--- config.mk ---
export PLATFORM = sky130hd
export DESIGN_NAME = muldiv_unit
export DESIGN_NICKNAME = d
export VERILOG_FILES = /design/src/rtl/muldiv_pkg.sv /design/src/rtl/muldiv_step.sv /design/src/rtl/muldiv_unit.sv
export SDC_FILE = /design/constraint.sdc
export NUM_CORES = 1
export LEC_CHECK = 0
export CORE_MARGIN = 2
export CORE_UTILIZATION = 52
export CTS_CLUSTER_DIAMETER = 30
export DETAILED_ROUTE_END_ITERATION = 16
export MAX_ROUTING_LAYER = met4
export PLACE_DENSITY = 0.78
export RECOVER_POWER = 50
export SKIP_CTS_REPAIR_TIMING = 1
export SYNTH_ARGS = -nofsm -noshare
export SYNTH_HDL_FRONTEND = slang
export SYNTH_SLANG_ARGS = --single-unit
--- constraint.sdc ---
create_clock -name clk -period 2.88 [get_ports clk]
set_input_delay 0.432 -clock clk [delete_from_list [all_inputs] [get_ports clk]]
set_output_delay 0.432 -clock clk [all_outputs]
set_load 0.01 [all_outputs]
--- src/rtl/muldiv_pkg.sv ---
// Shared op codes, FSM state encodings and sizing helpers for the multiply/divide unit.
package muldiv_pkg;

    typedef enum logic [1:0] {
        MDOP_MULT  = 2'd0,
        MDOP_MULTU = 2'd1,
        MDOP_DIV   = 2'd2,
        MDOP_DIVU  = 2'd3
    } mdop_e;

    typedef enum logic [1:0] {
        MDST_IDLE = 2'd0,
        MDST_RUN  = 2'd1,
        MDST_FIX  = 2'd2,
        MDST_DONE = 2'd3
    } mdst_e;

    localparam int MD_CNT_MIN_W = 6;

    // Iteration counter width: enough for WIDTH steps, never narrower than 6 bits.
    function automatic int md_cnt_w(input int width);
        int w;
        w = $clog2(width + 1);
        return (w < MD_CNT_MIN_W) ? MD_CNT_MIN_W : w;
    endfunction

    function automatic logic md_is_div(input mdop_e op);
        return op[1];
    endfunction

    // MULT and DIV are the signed flavours (even codes).
    function automatic logic md_is_signed(input logic [1:0] op);
        return ~op[0];
    endfunction

endpackage

--- src/rtl/muldiv_step.sv ---
// One radix-2 iteration: shift-add for multiply, restoring shift-subtract for divide.
// acc holds {upper, lower}: product accumulator, or {remainder, dividend/quotient}.
module muldiv_step #(
    parameter int WIDTH = 32
) (
    input  logic               is_div,
    input  logic [2*WIDTH-1:0] acc,
    input  logic [WIDTH-1:0]   b,
    output logic [2*WIDTH-1:0] acc_nxt
);

    logic [WIDTH:0] sum;
    logic [WIDTH:0] upper;
    logic [WIDTH:0] trial;

    // Single-step datapath on WIDTH+1 bits; the extra bit is the carry / borrow.
    always_comb begin
        sum   = {1'b0, acc[2*WIDTH-1:WIDTH]} + {1'b0, b};
        upper = acc[2*WIDTH-1:WIDTH-1];
        trial = upper - {1'b0, b};
        if (is_div) begin
            if (trial[WIDTH])
                acc_nxt = {upper[WIDTH-1:0], acc[WIDTH-2:0], 1'b0};
            else
                acc_nxt = {trial[WIDTH-1:0], acc[WIDTH-2:0], 1'b1};
        end else if (acc[0]) begin
            acc_nxt = {sum, acc[WIDTH-1:1]};
        end else begin
            acc_nxt = {1'b0, acc[2*WIDTH-1:1]};
        end
    end

endmodule

--- src/rtl/muldiv_unit.sv ---
// Iterative multiply/divide engine owning the architectural HI/LO registers.
// Operates on magnitudes; the sign correction is applied in a single FIX cycle.
module muldiv_unit
    import muldiv_pkg::*;
#(
    parameter int WIDTH = 32
) (
    input  logic             clk,
    input  logic             reset,
    input  logic             start,
    input  logic [1:0]       op,
    input  logic [WIDTH-1:0] a,
    input  logic [WIDTH-1:0] b,
    input  logic             flush,
    input  logic             wr_hi,
    input  logic             wr_lo,
    input  logic [WIDTH-1:0] wdata,
    output logic             busy,
    output logic             done,
    output logic [WIDTH-1:0] hi,
    output logic [WIDTH-1:0] lo,
    output logic             div_by_zero
);

    localparam int             CW   = md_cnt_w(WIDTH);
    localparam logic [CW-1:0]  LAST = CW'(WIDTH - 1);

    mdst_e              state_q, state_d;
    mdop_e              op_q, op_d;
    logic [2*WIDTH-1:0] acc_q, acc_d;
    logic [WIDTH-1:0]   b_q, b_d;
    logic               neg_res_q, neg_res_d;
    logic               neg_rem_q, neg_rem_d;
    logic [CW-1:0]      cnt_q, cnt_d;
    logic [WIDTH-1:0]   hi_q, hi_d;
    logic [WIDTH-1:0]   lo_q, lo_d;
    logic               dbz_q, dbz_d;

    logic               idle_like, accept, a_neg, b_neg;
    logic [WIDTH-1:0]   a_mag, b_mag, quo_fix, rem_fix;
    logic [2*WIDTH-1:0] step_acc, prod_fix;

    muldiv_step #(.WIDTH(WIDTH)) u_step (
        .is_div  (md_is_div(op_q)),
        .acc     (acc_q),
        .b       (b_q),
        .acc_nxt (step_acc)
    );

    // Request acceptance: only when not busy, and flush always wins.
    always_comb begin
        idle_like = (state_q == MDST_IDLE) || (state_q == MDST_DONE);
        accept    = idle_like && start && !flush;
    end

    // Next-state logic.
    always_comb begin
        state_d = state_q;
        case (state_q)
            MDST_IDLE: if (accept) state_d = MDST_RUN;
            MDST_RUN:  if (flush) state_d = MDST_IDLE;
                       else if (cnt_q == LAST) state_d = MDST_FIX;
            MDST_FIX:  state_d = flush ? MDST_IDLE : MDST_DONE;
            MDST_DONE: state_d = accept ? MDST_RUN : MDST_IDLE;
            default:   state_d = MDST_IDLE;
        endcase
    end

    // Datapath: operand capture, iteration, sign fix and HI/LO update.
    always_comb begin
        op_d      = op_q;
        acc_d     = acc_q;
        b_d       = b_q;
        neg_res_d = neg_res_q;
        neg_rem_d = neg_rem_q;
        cnt_d     = cnt_q;
        hi_d      = hi_q;
        lo_d      = lo_q;
        dbz_d     = dbz_q;

        a_neg = md_is_signed(op) && a[WIDTH-1];
        b_neg = md_is_signed(op) && b[WIDTH-1];
        a_mag = a_neg ? -a : a;
        b_mag = b_neg ? -b : b;

        prod_fix = neg_res_q ? -acc_q : acc_q;
        quo_fix  = neg_res_q ? -acc_q[WIDTH-1:0] : acc_q[WIDTH-1:0];
        rem_fix  = neg_rem_q ? -acc_q[2*WIDTH-1:WIDTH] : acc_q[2*WIDTH-1:WIDTH];

        case (state_q)
            MDST_IDLE, MDST_DONE: begin
                if (wr_hi) hi_d = wdata;
                if (wr_lo) lo_d = wdata;
                if (accept) begin
                    op_d      = mdop_e'(op);
                    acc_d     = {{WIDTH{1'b0}}, a_mag};
                    b_d       = b_mag;
                    neg_res_d = a_neg ^ b_neg;
                    neg_rem_d = a_neg;
                    cnt_d     = '0;
                    dbz_d     = 1'b0;
                end
            end
            MDST_RUN: begin
                if (!flush) begin
                    acc_d = step_acc;
                    cnt_d = cnt_q + 1'b1;
                end
            end
            MDST_FIX: begin
                if (!flush) begin
                    if (md_is_div(op_q)) begin
                        hi_d  = rem_fix;
                        lo_d  = quo_fix;
                        dbz_d = (b_q == '0);
                    end else begin
                        {hi_d, lo_d} = prod_fix;
                    end
                end
            end
            default: ;
        endcase
    end

    // State and datapath registers; reset discards any in-flight work.
    always_ff @(posedge clk) begin
        if (reset) begin
            state_q   <= MDST_IDLE;
            op_q      <= MDOP_MULT;
            acc_q     <= '0;
            b_q       <= '0;
            neg_res_q <= 1'b0;
            neg_rem_q <= 1'b0;
            cnt_q     <= '0;
            hi_q      <= '0;
            lo_q      <= '0;
            dbz_q     <= 1'b0;
        end else begin
            state_q   <= state_d;
            op_q      <= op_d;
            acc_q     <= acc_d;
            b_q       <= b_d;
            neg_res_q <= neg_res_d;
            neg_rem_q <= neg_rem_d;
            cnt_q     <= cnt_d;
            hi_q      <= hi_d;
            lo_q      <= lo_d;
            dbz_q     <= dbz_d;
        end
    end

    assign busy        = (state_q == MDST_RUN) || (state_q == MDST_FIX);
    assign done        = (state_q == MDST_DONE);
    assign hi          = hi_q;
    assign lo          = lo_q;
    assign div_by_zero = dbz_q;

endmodule

Yosys cells after proc, flatten, opt, wreduce, memory -nomap -nowiden --
Cells that the tools add are included.
Word-level totals: register bits after elaboration 173, bits of input ports 104, output and inout bits 67, word-level logic and storage cells 82
Cells by class: add/sub/neg operators 8, eq/ne operators 12, multiplexer cells 32, bitwise logic cells 2, reductions and logical operators 18
Operators by type and width (count):
- two-way mux 64 bit | 6
- two-way mux 32 bit | 10
- negation 32 bit | 4
- one-hot mux 32 bit (2 select lines) | 2
- one-hot mux 64 bit (2 select lines) | 1
- negation 64 bit | 1
- adder 32 x 32 -> 33 bit | 1
- subtractor 33 x 32 -> 33 bit | 1
- zero test 32 bit | 1
- != test 2 bit, second input constant | 7
- two-way mux 6 bit | 2
- one-hot mux 6 bit (2 select lines) | 1
- AND reduction 3 bit | 3
- two-way mux 2 bit | 4
- one-hot mux 2 bit (4 select lines) | 1
- adder 6 x 1 -> 6 bit, second input constant | 1
- equality test 6 x 5 -> 1 bit, second input constant | 1
- equality test 2 bit, second input constant | 2
- logical AND 1 bit | 4
- two-way mux 1 bit | 4
- AND reduction 2 bit | 2
- AND reduction 4 bit | 1
- nonzero test 2 bit | 2
- != test 3 bit, second input constant | 1
- other kinds (8) | 9

Logic depth before layout (Yosys ltp) --
Gate-level depths: netlist (run 1).
depth in word-level cells 6, gate-level depth with buffers 14, depth with buffers taken out 12

Cells and area by module --
From an unflattened synthesis (run 1), not the netlist that was laid out.
Second synthesis, totals: cell total of the unflattened synthesis 2076, area, all modules 14985.6 sq um
By module, submodules not included:
- muldiv_unit | instances 1, cells an instance 1386, area each 10264.8 sq um, sequential area each 3443.3 sq um
- muldiv_step | instances 1, cells an instance 690, area each 4720.8 sq um, sequential area each 0.0 sq um

Worst setup path before layout (run 1) --
No wires, ideal clock.
path type register to register, start reg acc_q[33], end reg acc_q[57], library setup time 0.117 ns, arrival time 2.914 ns, required time 2.763 ns, path slack -0.151 ns, stages on the path, launching flop included 13, path buffers 1, period minus slack after synthesis 3.031 ns, cell sequence dfxtp_1 clkbuf_1 inv_1 fa_1 nor2b_1 o2111ai_1 a2111oi_0 nor2_1 o21ai_0 a311o_1 xnor2_1 o21ai_0 a32o_1
On the way: word-level cells in the longest chain between the ends 5, elaborated cells between the ends (all ways) 7, classes of those cells 2 x add/sub; 5 x mux
Ends and longest elaborated chain:
- from (decl) | RTL line muldiv_unit.sv:30 | logic [2*WIDTH-1:0] acc_q, acc_d;
- from (signal assigned) | RTL line muldiv_unit.sv:130 | acc_q <= '0;
- from (signal assigned) | RTL line muldiv_unit.sv:141 | acc_q <= acc_d;
- subtractor 33 x 32 -> 33 bit or adder 32 x 32 -> 33 bit (tied branches) | RTL line muldiv_step.sv:20, muldiv_step.sv:18
- two-way mux 64 bit (on tied branches) | RTL line muldiv_step.sv:22, muldiv_step.sv:26
- two-way mux 64 bit (*) | RTL line muldiv_step.sv:21 | if (is_div) begin
- two-way mux 64 bit (*) | RTL line muldiv_unit.sv:105 | if (!flush) begin
- one-hot mux 64 bit (2 select lines) (*) | RTL line muldiv_unit.sv:90 | case (state_q)
Every way passes the cells marked *; elsewhere a longest branch is shown, timed or not. The select of a mux whose other input is x is not followed. A chain may end at the register's enable or synchronous reset.

Worst setup path in the final report (run 1) --
start reg acc_q[15], end reg hi_q[8], in the netlist hi[8]
On the way: word-level cells in the longest chain between the ends 5
Ends and longest elaborated chain:
- negation 64 bit | RTL line muldiv_unit.sv:86 | prod_fix = neg_res_q ? -acc_q : acc_q;
- two-way mux 64 bit | RTL line muldiv_unit.sv:86
- two-way mux 32 bit | RTL line muldiv_unit.sv:112 | if (md_is_div(op_q)) begin
- two-way mux 32 bit | RTL line muldiv_unit.sv:111 | if (!flush) begin
- one-hot mux 32 bit (2 select lines) | RTL line muldiv_unit.sv:90
- to (signal assigned) | RTL line muldiv_unit.sv:146 | hi_q <= hi_d;
- to (decl) | RTL line muldiv_unit.sv:35 | logic [WIDTH-1:0] hi_q, hi_d;
No other way between the ends. The select of a mux whose other input is x is not followed.

==> metrics.yaml, run 1 <==
run_status: "finished, violations left"
violations: "setup timing"
path_buf_inv: 2
cpPeakStageDelay_ps: 580
mostFrequentLayoutCells: "buf_4, nor2_1, nand2_1"
grt_overflow_total: 0
synthCells: 2001
p_leak_uw: 0.008808
fillers: 2090
antenna_found_initial: 0
seqPwrFrac_pct: 29.3
avgSynthCellArea_um2: 7.370
core_um2: 27860
cp_max_fo: 4
cp-start-kind: "register"
synth-edff-count: 0
cts_tree: "yes"
worstHoldPathType: "in -> reg"
hold_viol: 0
cap_violations: 0
clkSlewWorstSetupHoldPaths_ps: 80
wl_per_cell_um: 20.55
final_layout_size_suffix_gt1_share_pct: 26.00
portBuffers: 170
crit_required_ps: 3270
synth_fa_ha_area_share_pct: 6.550
initial_core_util_pct: 52.94
powerDensity_nw_per_um2: 464.7
synth-seq-cells: 172
max-vdd-ir-drop_v: 0.0004236
ant_nets: 0
p_int_uw: 5809
worst_pin_slew_ps: 1114
critPathSlowestCell: "or4_4"
area_growth_pct: 42.77
rows: 61
nets: 2609
critPathKind: "reg -> reg"
root_buffer: "clkbuf_16"
power.switching_uw: 3977
synth-main-ff-cell: "dfxtp_1"
synth_top_cell_area_share_pct: 23.35
grt_pass1_wl_um: 83680
cts-buffers-inserted: 17
antenna_cells: 0
cp.arrival_ps: 3530
grt_max_degree: 102
async_reset_ff_share_pct: 0
dp_cells: 2755
insertion_delay_ps: 450
fmax_mhz: 318.9
finalCritPeriodShare_pct: 108.9
p_comb_share_pct: 46.4
crit_chain: "or4_4 -> nor4_4 -> buf_4 -> nand4_1 -> o21ai_4 -> buf_4 -> nand2_1 -> o21ai_1 -> xor2_1 -> a2111oi_2 -> a21o_1"
layout.cells.most_common: "buf_4"
rsz0062_at_grt: "true"
yosysWarnings: 0
synth-seq-area-share_pct: 23.35
dieWidth_um: 172.4
cp_top_family: "simple AND/OR/NAND/NOR gates"
drt-pass1-iter-count: 6
synth_compound_area_share_pct: 28.33
setup_slack_ps: -255.7
ioPinCount: 171
swShare_pct: 40.64
synth_xor_area_share_pct: 9.977
finClkSkew_ps: 21.69
synthTopCellsByArea: "dfxtp_1, a21oi_1, ha_1"
detailed_place_hpwl_um: 43600
worstSetupEndpointType: "register"
vias: 17380
pwr-share-clk_pct: 24.4
yosysUniqueCellTypes: 87
track_usage_pct: 37.40
fp.dieArea_um2: 29730
first_iter_violations: 1999
post-place-ws_ps: -509.7
grt_pass1_vias: 15530
finalSetupViolations: 58
routed_wl_um: 57940
clock_path_buffers: 2
cpMostUsedCell: "buf_4"
drv_slew: 0
vias_per_cell: 6.164
final_cells: 2820
finalCriticalPeriod_ps: 3136
gp_congestion: 0.9785
muxShareOfSynthArea_pct: 4.556
syn_nets: 2181
synth_top_family_by_area: "compound AO/OA/AOI/OAI gates"
slew_headroom_pct: 25.75
h-tree-depth: 4
synth_area_leader_cell: "dfxtp_1"
clock-sinks: 172
die_h_um: 172.4
synthSimpleGateAreaFrac_pct: 21.98
syn_area_um2: 14750
drc: 0
-- final cells by class --
cell class                      instances  area (um2)  area share, %
Clock buffer                           19       442.9          2.104
Sequential cell                       172        3478          16.52
Timing Repair Buffer                  545        4820          22.89
Clock inverter                         13       141.4         0.6715
Inverter                               58       220.2          1.046
Multi-Input combinational cell       1635       11480          54.52
Tap cell                              378       473.0          2.246
-- power groups by stage --
stage	Sequential [uW]	Combinational, uW	Clock (uW)
2_1_floorplan	2940	2190	0
3_3_place_gp	2900	3950	0
3_5_place_dp	2910	4040	0
4_1_cts	2850	4060	2380
5_1_grt	2880	4830	2490
6_report	2860	4540	2380
-- cells by family after synthesis --
logic type / Yosys count
adders and majority gates: 76
AOI/OAI and AO/OA: 649
muxes: 65
xor gates and xnor gates: 168
and+or+nand+nor: 677
buffers and inverters: 194
DFF: 172
-- flip-flops by register name (all words and copies together) (netlist names) --
signal,cells
acc_q,64
b_q,32
cnt_q,6
div_by_zero,1
hi,32
lo,32
neg_rem_q,1
neg_res_q,1
op_q,1
state_q,2
-- synthesized netlist by cell type, types with 6 or more instances --
library cell	count
o41ai_1	12
o31ai_1	26
or4_4	7
nor2b_1	19
inv_1	58
mux2_2	17
nand2b_1	18
a2111oi_0	10
nand2_1	207
buf_2	11
o21a_1	12
a21o_1	33
nor4_1	17
and3_1	13
xor2_1	101
or2_2	10
o21ai_1	27
a211o_1	7
a211oi_1	95
o21ai_0	111
xnor2_1	67
clkbuf_1	109
nor2_1	218
or4_1	7
o211ai_1	36
ha_1	74
a31oi_1	14
buf_1	10
nor3_1	61
or3_1	19
dfxtp_1	172
nand3_1	25
nand4_1	15
a22oi_1	7
a311oi_1	9
mux2i_1	48
a21oi_1	197
o21bai_1	6
-- layer usage --
metal  wire [um]  GRT usage [%]  vias to the layer above
met4        2006          12.86                        0
li1            -              -                     8137
met5           0              -                        -
met1       24780          50.99                     8166
met3        6591          8.721                      140
met2       24560          54.12                      939
-- path summary, 6_finish.rpt --
path	from	end	slack [ps]	depth (start not counted)
worst max-delay path	acc_q[15]$_SDFFE_PP0P_	hi[8]$_SDFFE_PP0P_	-260	11
worst min-delay path	b[1]	b_q[1]$_SDFFE_PP0P_	380	4
worst max register to register	acc_q[15]$_SDFFE_PP0P_	hi[8]$_SDFFE_PP0P_	-260	11
worst min register to register	hi[14]$_SDFFE_PP0P_	hi[14]$_SDFFE_PP0P_	450	2
-- metrics by stage --
stage / utilization [%] / TNS [ps] / area, um2 / hold WS, ps / total power (uW)
after floorplan: - / -29.15 / 14770 / 444.3 / 5129
after global placement: 68.61 / -15810 / 19110 / 442.4 / 6850
after detailed placement: 68.61 / -19610 / 19110 / 447.8 / 6944
after CTS: 70.71 / -11310 / 19700 / 439.5 / 9299
after global routing: 75.58 / -9427 / 21060 / 383.6 / 10200
final: 75.58 / -6561 / 21060 / 383.6 / 9785
-- tightest hold or removal path: stages --
cell and delay, ps:
clkbuf_2 90, buf_4 130, nand2_1 50, a311oi_1 80
No activity file was read; power rests on OpenSTA's default activity.
==> run 2: changes to the inputs <==
--- a/config.mk
+++ b/config.mk
@@ -6,11 +6,10 @@
 export NUM_CORES = 1
 export LEC_CHECK = 0
 export CORE_MARGIN = 2
-export CORE_UTILIZATION = 52
+export CORE_UTILIZATION = 40
 export CTS_CLUSTER_DIAMETER = 30
 export DETAILED_ROUTE_END_ITERATION = 16
 export MAX_ROUTING_LAYER = met4
-export PLACE_DENSITY = 0.78
 export RECOVER_POWER = 50
 export SKIP_CTS_REPAIR_TIMING = 1
 export SYNTH_ARGS = -nofsm -noshare
==> metrics.yaml, run 2 (synthesis results as in run 1) <==
cp_top_family: "simple AND/OR/NAND/NOR gates"
violations: "setup timing"
mostFrequentLayoutCells: "buf_4, nor2_1, nand2_1"
initial_core_util_pct: 40.48
portBuffers: 170
gp_congestion: 0.9474
worstSetupEndpointType: "register"
fillers: 3359
top_register: "acc_q"
max-vdd-ir-drop_v: 0.0004372
layout.cells.most_common: "buf_4"
grt_max_degree: 102
cp-start-kind: "register"
detailed_place_hpwl_um: 45600
finClkSkew_ps: 10.46
dieWidth_um: 196.0
largest_reg_flops: 64
cts-buffers-inserted: 17
rsz0062_at_grt: "true"
final_layout_size_suffix_gt1_share_pct: 28.23
cp.arrival_ps: 3290
worstHoldPathType: "in -> reg"
cap_violations: 0
die_h_um: 196.0
worst_hold_slack_ps: 292.1
drt-pass1-iter-count: 5
ant_nets: 0
routed_wl_um: 58660
p_leak_uw: 0.008867
fmax_mhz: 337.9
grt_pass1_vias: 15360
cts_tree: "yes"
drc: 0
finalCriticalPeriod_ps: 2959
setup_slack_ps: -79.08
cp_max_fo: 6
root_buffer: "clkbuf_16"
area_growth_pct: 45.44
first_iter_violations: 1324
track_usage_pct: 29.81
slew_headroom_pct: 25.78
clock_path_buffers: 2
finalCritPeriodShare_pct: 102.7
ioPinCount: 171
antenna_cells: 0
run_status: "finished, violations left"
vias: 16870
critPathSlowestCell: "or4_4"
crit_chain: "or4_4 -> nor4_4 -> buf_4 -> nand4_1 -> o21ai_4 -> buf_4 -> a31oi_4 -> xnor2_2 -> buf_4 -> a211oi_2 -> a21oi_1 -> nor2_1"
path_buf_inv: 3
fp.dieArea_um2: 38420
antenna_found_initial: 1
rows: 70
powerDensity_nw_per_um2: 457.9
cpPeakStageDelay_ps: 560
worst_pin_slew_ps: 1113
hold_viol: 0
fin_tns_setup_ps: -509.9
insertion_delay_ps: 460
h-tree-depth: 4
clkSlewWorstSetupHoldPaths_ps: 80
crit_required_ps: 3210
core_um2: 36430
vias_per_cell: 5.758
cpMostUsedCell: "buf_4"
grt_pass1_wl_um: 87330
wl_per_cell_um: 20.02
finalSetupViolations: 17
post-place-ws_ps: -466.8
clock-sinks: 172
grt_overflow_total: 0
critPathKind: "reg -> reg"
nets: 2630
drv_slew: 0
run 2: changes by cell type in the layout (fill, tap and decap cells not counted), sizes merged:
cell	previous run	this run
clkinvlp	0	1
clkbuf	30	22
buf	368	395
inv	68	67
bufinv	0	1
run 2: final timing paths:
kind	start	endpoint	slack, ps	cells after the start
setup reg to reg	acc_q[18]$_SDFFE_PP0P_	hi[10]$_SDFFE_PP0P_	-80	12
setup / recovery	acc_q[18]$_SDFFE_PP0P_	hi[10]$_SDFFE_PP0P_	-80	12
hold reg to reg	hi[27]$_SDFFE_PP0P_	hi[27]$_SDFFE_PP0P_	460	1
hold / removal	b[1]	b_q[1]$_SDFFE_PP0P_	290	3
run 2: report_power, final:
group / leakage, uW / switching [uW] / internal, uW
registers: 0.00142 / 210 / 2650
clock network: 0.000284 / 1150 / 1230
logic: 0.00716 / 2530 / 2050
total: 0.00887 / 3900 / 5930
run 2: area by class of cell:
| type | count | area, um2 | area share [%] |
|---|---|---|---|
| Multi-Input combinational cell | 1635 | 11670 | 54.41 |
| Timing Repair Buffer | 566 | 4895 | 22.82 |
| Sequential cell | 172 | 3498 | 16.31 |
| Tap cell | 468 | 585.6 | 2.730 |
| Clock buffer | 17 | 425.4 | 1.983 |
| Inverter | 58 | 222.7 | 1.038 |
| Clock inverter | 14 | 151.4 | 0.7058 |
run 2: through the flow:
stage                     power, uW  cells  utilization (%)  area (um2)
after floorplan                5129   2001                -       14770
after global placement         6958   2859            52.99       19310
after detailed placement       6999   2859            52.99       19310
after CTS                      9371   2890            54.57       19880
after global routing          10310   2930            58.87       21450
final                          9822   2930            58.87       21450
run 2: metal layers:
metal / part of all wire [%] / GRT usage, % / vias to the layer above
met2: 42 / 42.74 / 661
li1: - / - / 8198
met3: 7.9 / 5.535 / 67
met5: 0 / - / -
met4: 2.1 / 7.576 / 0
met1: 48 / 42.80 / 7946
run 2: tightest hold or removal path, cell delays in order:
cell and delay, ps:
buf_6 90, nand2_1 70, a311oi_1 110
==> run 3: changes to the inputs <==
--- a/config.mk
+++ b/config.mk
@@ -9,6 +9,7 @@
 export CORE_UTILIZATION = 40
 export CTS_CLUSTER_DIAMETER = 30
 export DETAILED_ROUTE_END_ITERATION = 16
+export HOLD_SLACK_MARGIN = 0.06
 export MAX_ROUTING_LAYER = met4
 export RECOVER_POWER = 50
 export SKIP_CTS_REPAIR_TIMING = 1
==> constraint.sdc (replaced) <==
create_clock -name clk -period 2.88 [get_ports clk]
set_input_delay 0.288 -clock clk [delete_from_list [all_inputs] [get_ports clk]]
set_output_delay 0.288 -clock clk [all_outputs]
set_load 0.01 [all_outputs]
==> metrics.yaml, run 3 (synthesis results as in run 1) <==
critPathSlowestCell: "dfxtp_4"
post-place-ws_ps: -513.4
first_iter_violations: 1265
hold_viol: 0
finalCritPeriodShare_pct: 104.5
finClkSkew_ps: 12.76
drt-pass1-iter-count: 5
die_h_um: 196.0
power.switching_uw: 3893
drv_slew: 0
cp-start-kind: "register"
grt_pass1_wl_um: 88260
root_buffer: "clkbuf_16"
worst_pin_slew_ps: 1094
crit_required_ps: 3230
cp.arrival_ps: 3360
ioPinCount: 171
cap_violations: 0
drc: 0
track_usage_pct: 30.21
crit_chain: "ha_4 -> a21o_1 -> a211o_1 -> o211ai_4 -> a31oi_4 -> o21a_4 -> a41o_1 -> buf_12 -> buf_4 -> o21ai_2 -> o211ai_1 -> a32o_1"
multi_input_area_um2: 11440
core_um2: 36430
p_leak_uw: 0.008649
vias: 16690
seqPwrFrac_pct: 29.4
run_status: "finished, violations left"
worst_hold_slack_ps: 130.9
antenna_found_initial: 0
fp.dieArea_um2: 38420
slew_headroom_pct: 27.06
clock_path_buffers: 2
cts-buffers-inserted: 17
clock-sinks: 172
nets: 2598
ant_nets: 0
seqCellArea_um2: 3493
h-tree-depth: 4
setup_slack_ps: -128.8
rows: 70
dieWidth_um: 196.0
hold_depth: 2
routed_wl_um: 58580
max-vdd-ir-drop_v: 0.0004871
fmax_mhz: 332.4
r2r-start: "acc_q[36]$_SDFFE_PP0P_"
min_from: "reset"
finalSetupViolations: 29
worstHoldPathType: "in -> reg"
worstSetupEndpointType: "register"
finalCriticalPeriod_ps: 3009
violations: "setup timing"
largest_reg_flops: 64
portBuffers: 170
insertion_delay_ps: 470
cpPeakStageDelay_ps: 380
swShare_pct: 39.84
clkSlewWorstSetupHoldPaths_ps: 80
critPathKind: "reg -> reg"
area_growth_pct: 41.92
regToRegSetupSlack_ps: -130
p_int_uw: 5878
final_layout_size_suffix_gt1_share_pct: 25.02
mostFrequentLayoutCells: "buf_4, nor2_1, nand2_1"
r2r_cells: 12
fillers: 3460
gp_congestion: 0.9737
grt_max_degree: 102
detailed_place_hpwl_um: 45910
grt_pass1_vias: 15470
final_cells: 2898
rsz0062_at_grt: "true"
cts_tree: "yes"
antenna_cells: 0
vias_per_cell: 5.758
top_register: "acc_q"
p_comb_share_pct: 45.6
wl_per_cell_um: 20.21
initial_core_util_pct: 40.48
grt_overflow_total: 0
cp_max_fo: 8
whs_endpoint: "acc_q[11]$_SDFFE_PP0P_"
fin_tns_setup_ps: -1402
layout.cells.most_common: "buf_4"
pwr-share-clk_pct: 25.1
reg2reg_to: "acc_q[60]$_SDFFE_PP0P_"
powerDensity_nw_per_um2: 466.8
dp_cells: 2841
## run 3: changes by cell type in the layout (fill, tap and decap cells not counted), moves of 4 or more
cell	before	now
a211oi_1	77	91
nor3_2	13	8
o41ai_2	6	2
nor3_1	44	52
buf_4	364	333
o21ai_2	19	10
a211oi_2	18	4
o21ai_1	28	35
## run 3: through the flow
| stage | utilization, % | power, uW | cell area [um2] |
|---|---|---|---|
| final | 57.45 | 9771 | 20930 |
| after CTS | 54.19 | 9400 | 19750 |
| after floorplan | - | 5129 | 14770 |
| after global routing | 57.45 | 10240 | 20930 |
| after detailed placement | 52.59 | 6988 | 19160 |
| after global placement | 52.59 | 6951 | 19160 |
## run 3: critical path, delay by kind of cell (launching register included)
| family | cells | cell delay [ps] |
|---|---|---|
| adders and majority gates | 1 | 240 |
| DFF | 1 | 380 |
| buffers and inverters | 2 | 320 |
| AOI/OAI and AO/OA | 9 | 1950 |
## run 3: layout make-up
type	count	area share (%)
sequential	172	16.69
tap	468	2.798
timing repair buffer	534	21.99
clock inverter	13	0.6994
multi-input combinational	1635	54.68
inverter	58	1.040
clock buffer	18	2.098
## run 3: how the worst max path moves through the flow
stage / end / cells past startpoint / start / slack (ps)
after global placement: b_q[31]$_SDFFE_PP0P_ / 10 / b[0] / -470
after detailed placement: b_q[31]$_SDFFE_PP0P_ / 10 / b[0] / -510
after floorplan: acc_q[57]$_SDFFE_PP0P_ / 12 / acc_q[33]$_SDFFE_PP0P_ / -30
after global routing: acc_q[55]$_SDFFE_PP0P_ / 15 / b_q[27]$_SDFFE_PP0P_ / -220
after CTS: acc_q[32]$_SDFFE_PP0P_ / 14 / b_q[25]$_SDFFE_PP0P_ / -320
final: acc_q[60]$_SDFFE_PP0P_ / 12 / acc_q[36]$_SDFFE_PP0P_ / -130
## run 3: power groups by stage
stage,clock network (uW),logic [uW],registers [uW]
after floorplan,0,2190,2940
after global placement,0,4040,2910
after detailed placement,0,4070,2920
after CTS,2450,4090,2860
after global routing,2530,4800,2900
final,2450,4450,2870
## run 3: per-layer routing
layer	vias to the layer above	track usage [%]	routed length [um]
met3	77	6.051	4894
li1	8103	-	-
met1	7842	42.95	27880
met5	-	-	0
met4	0	9.315	1411
met2	666	42.73	24390
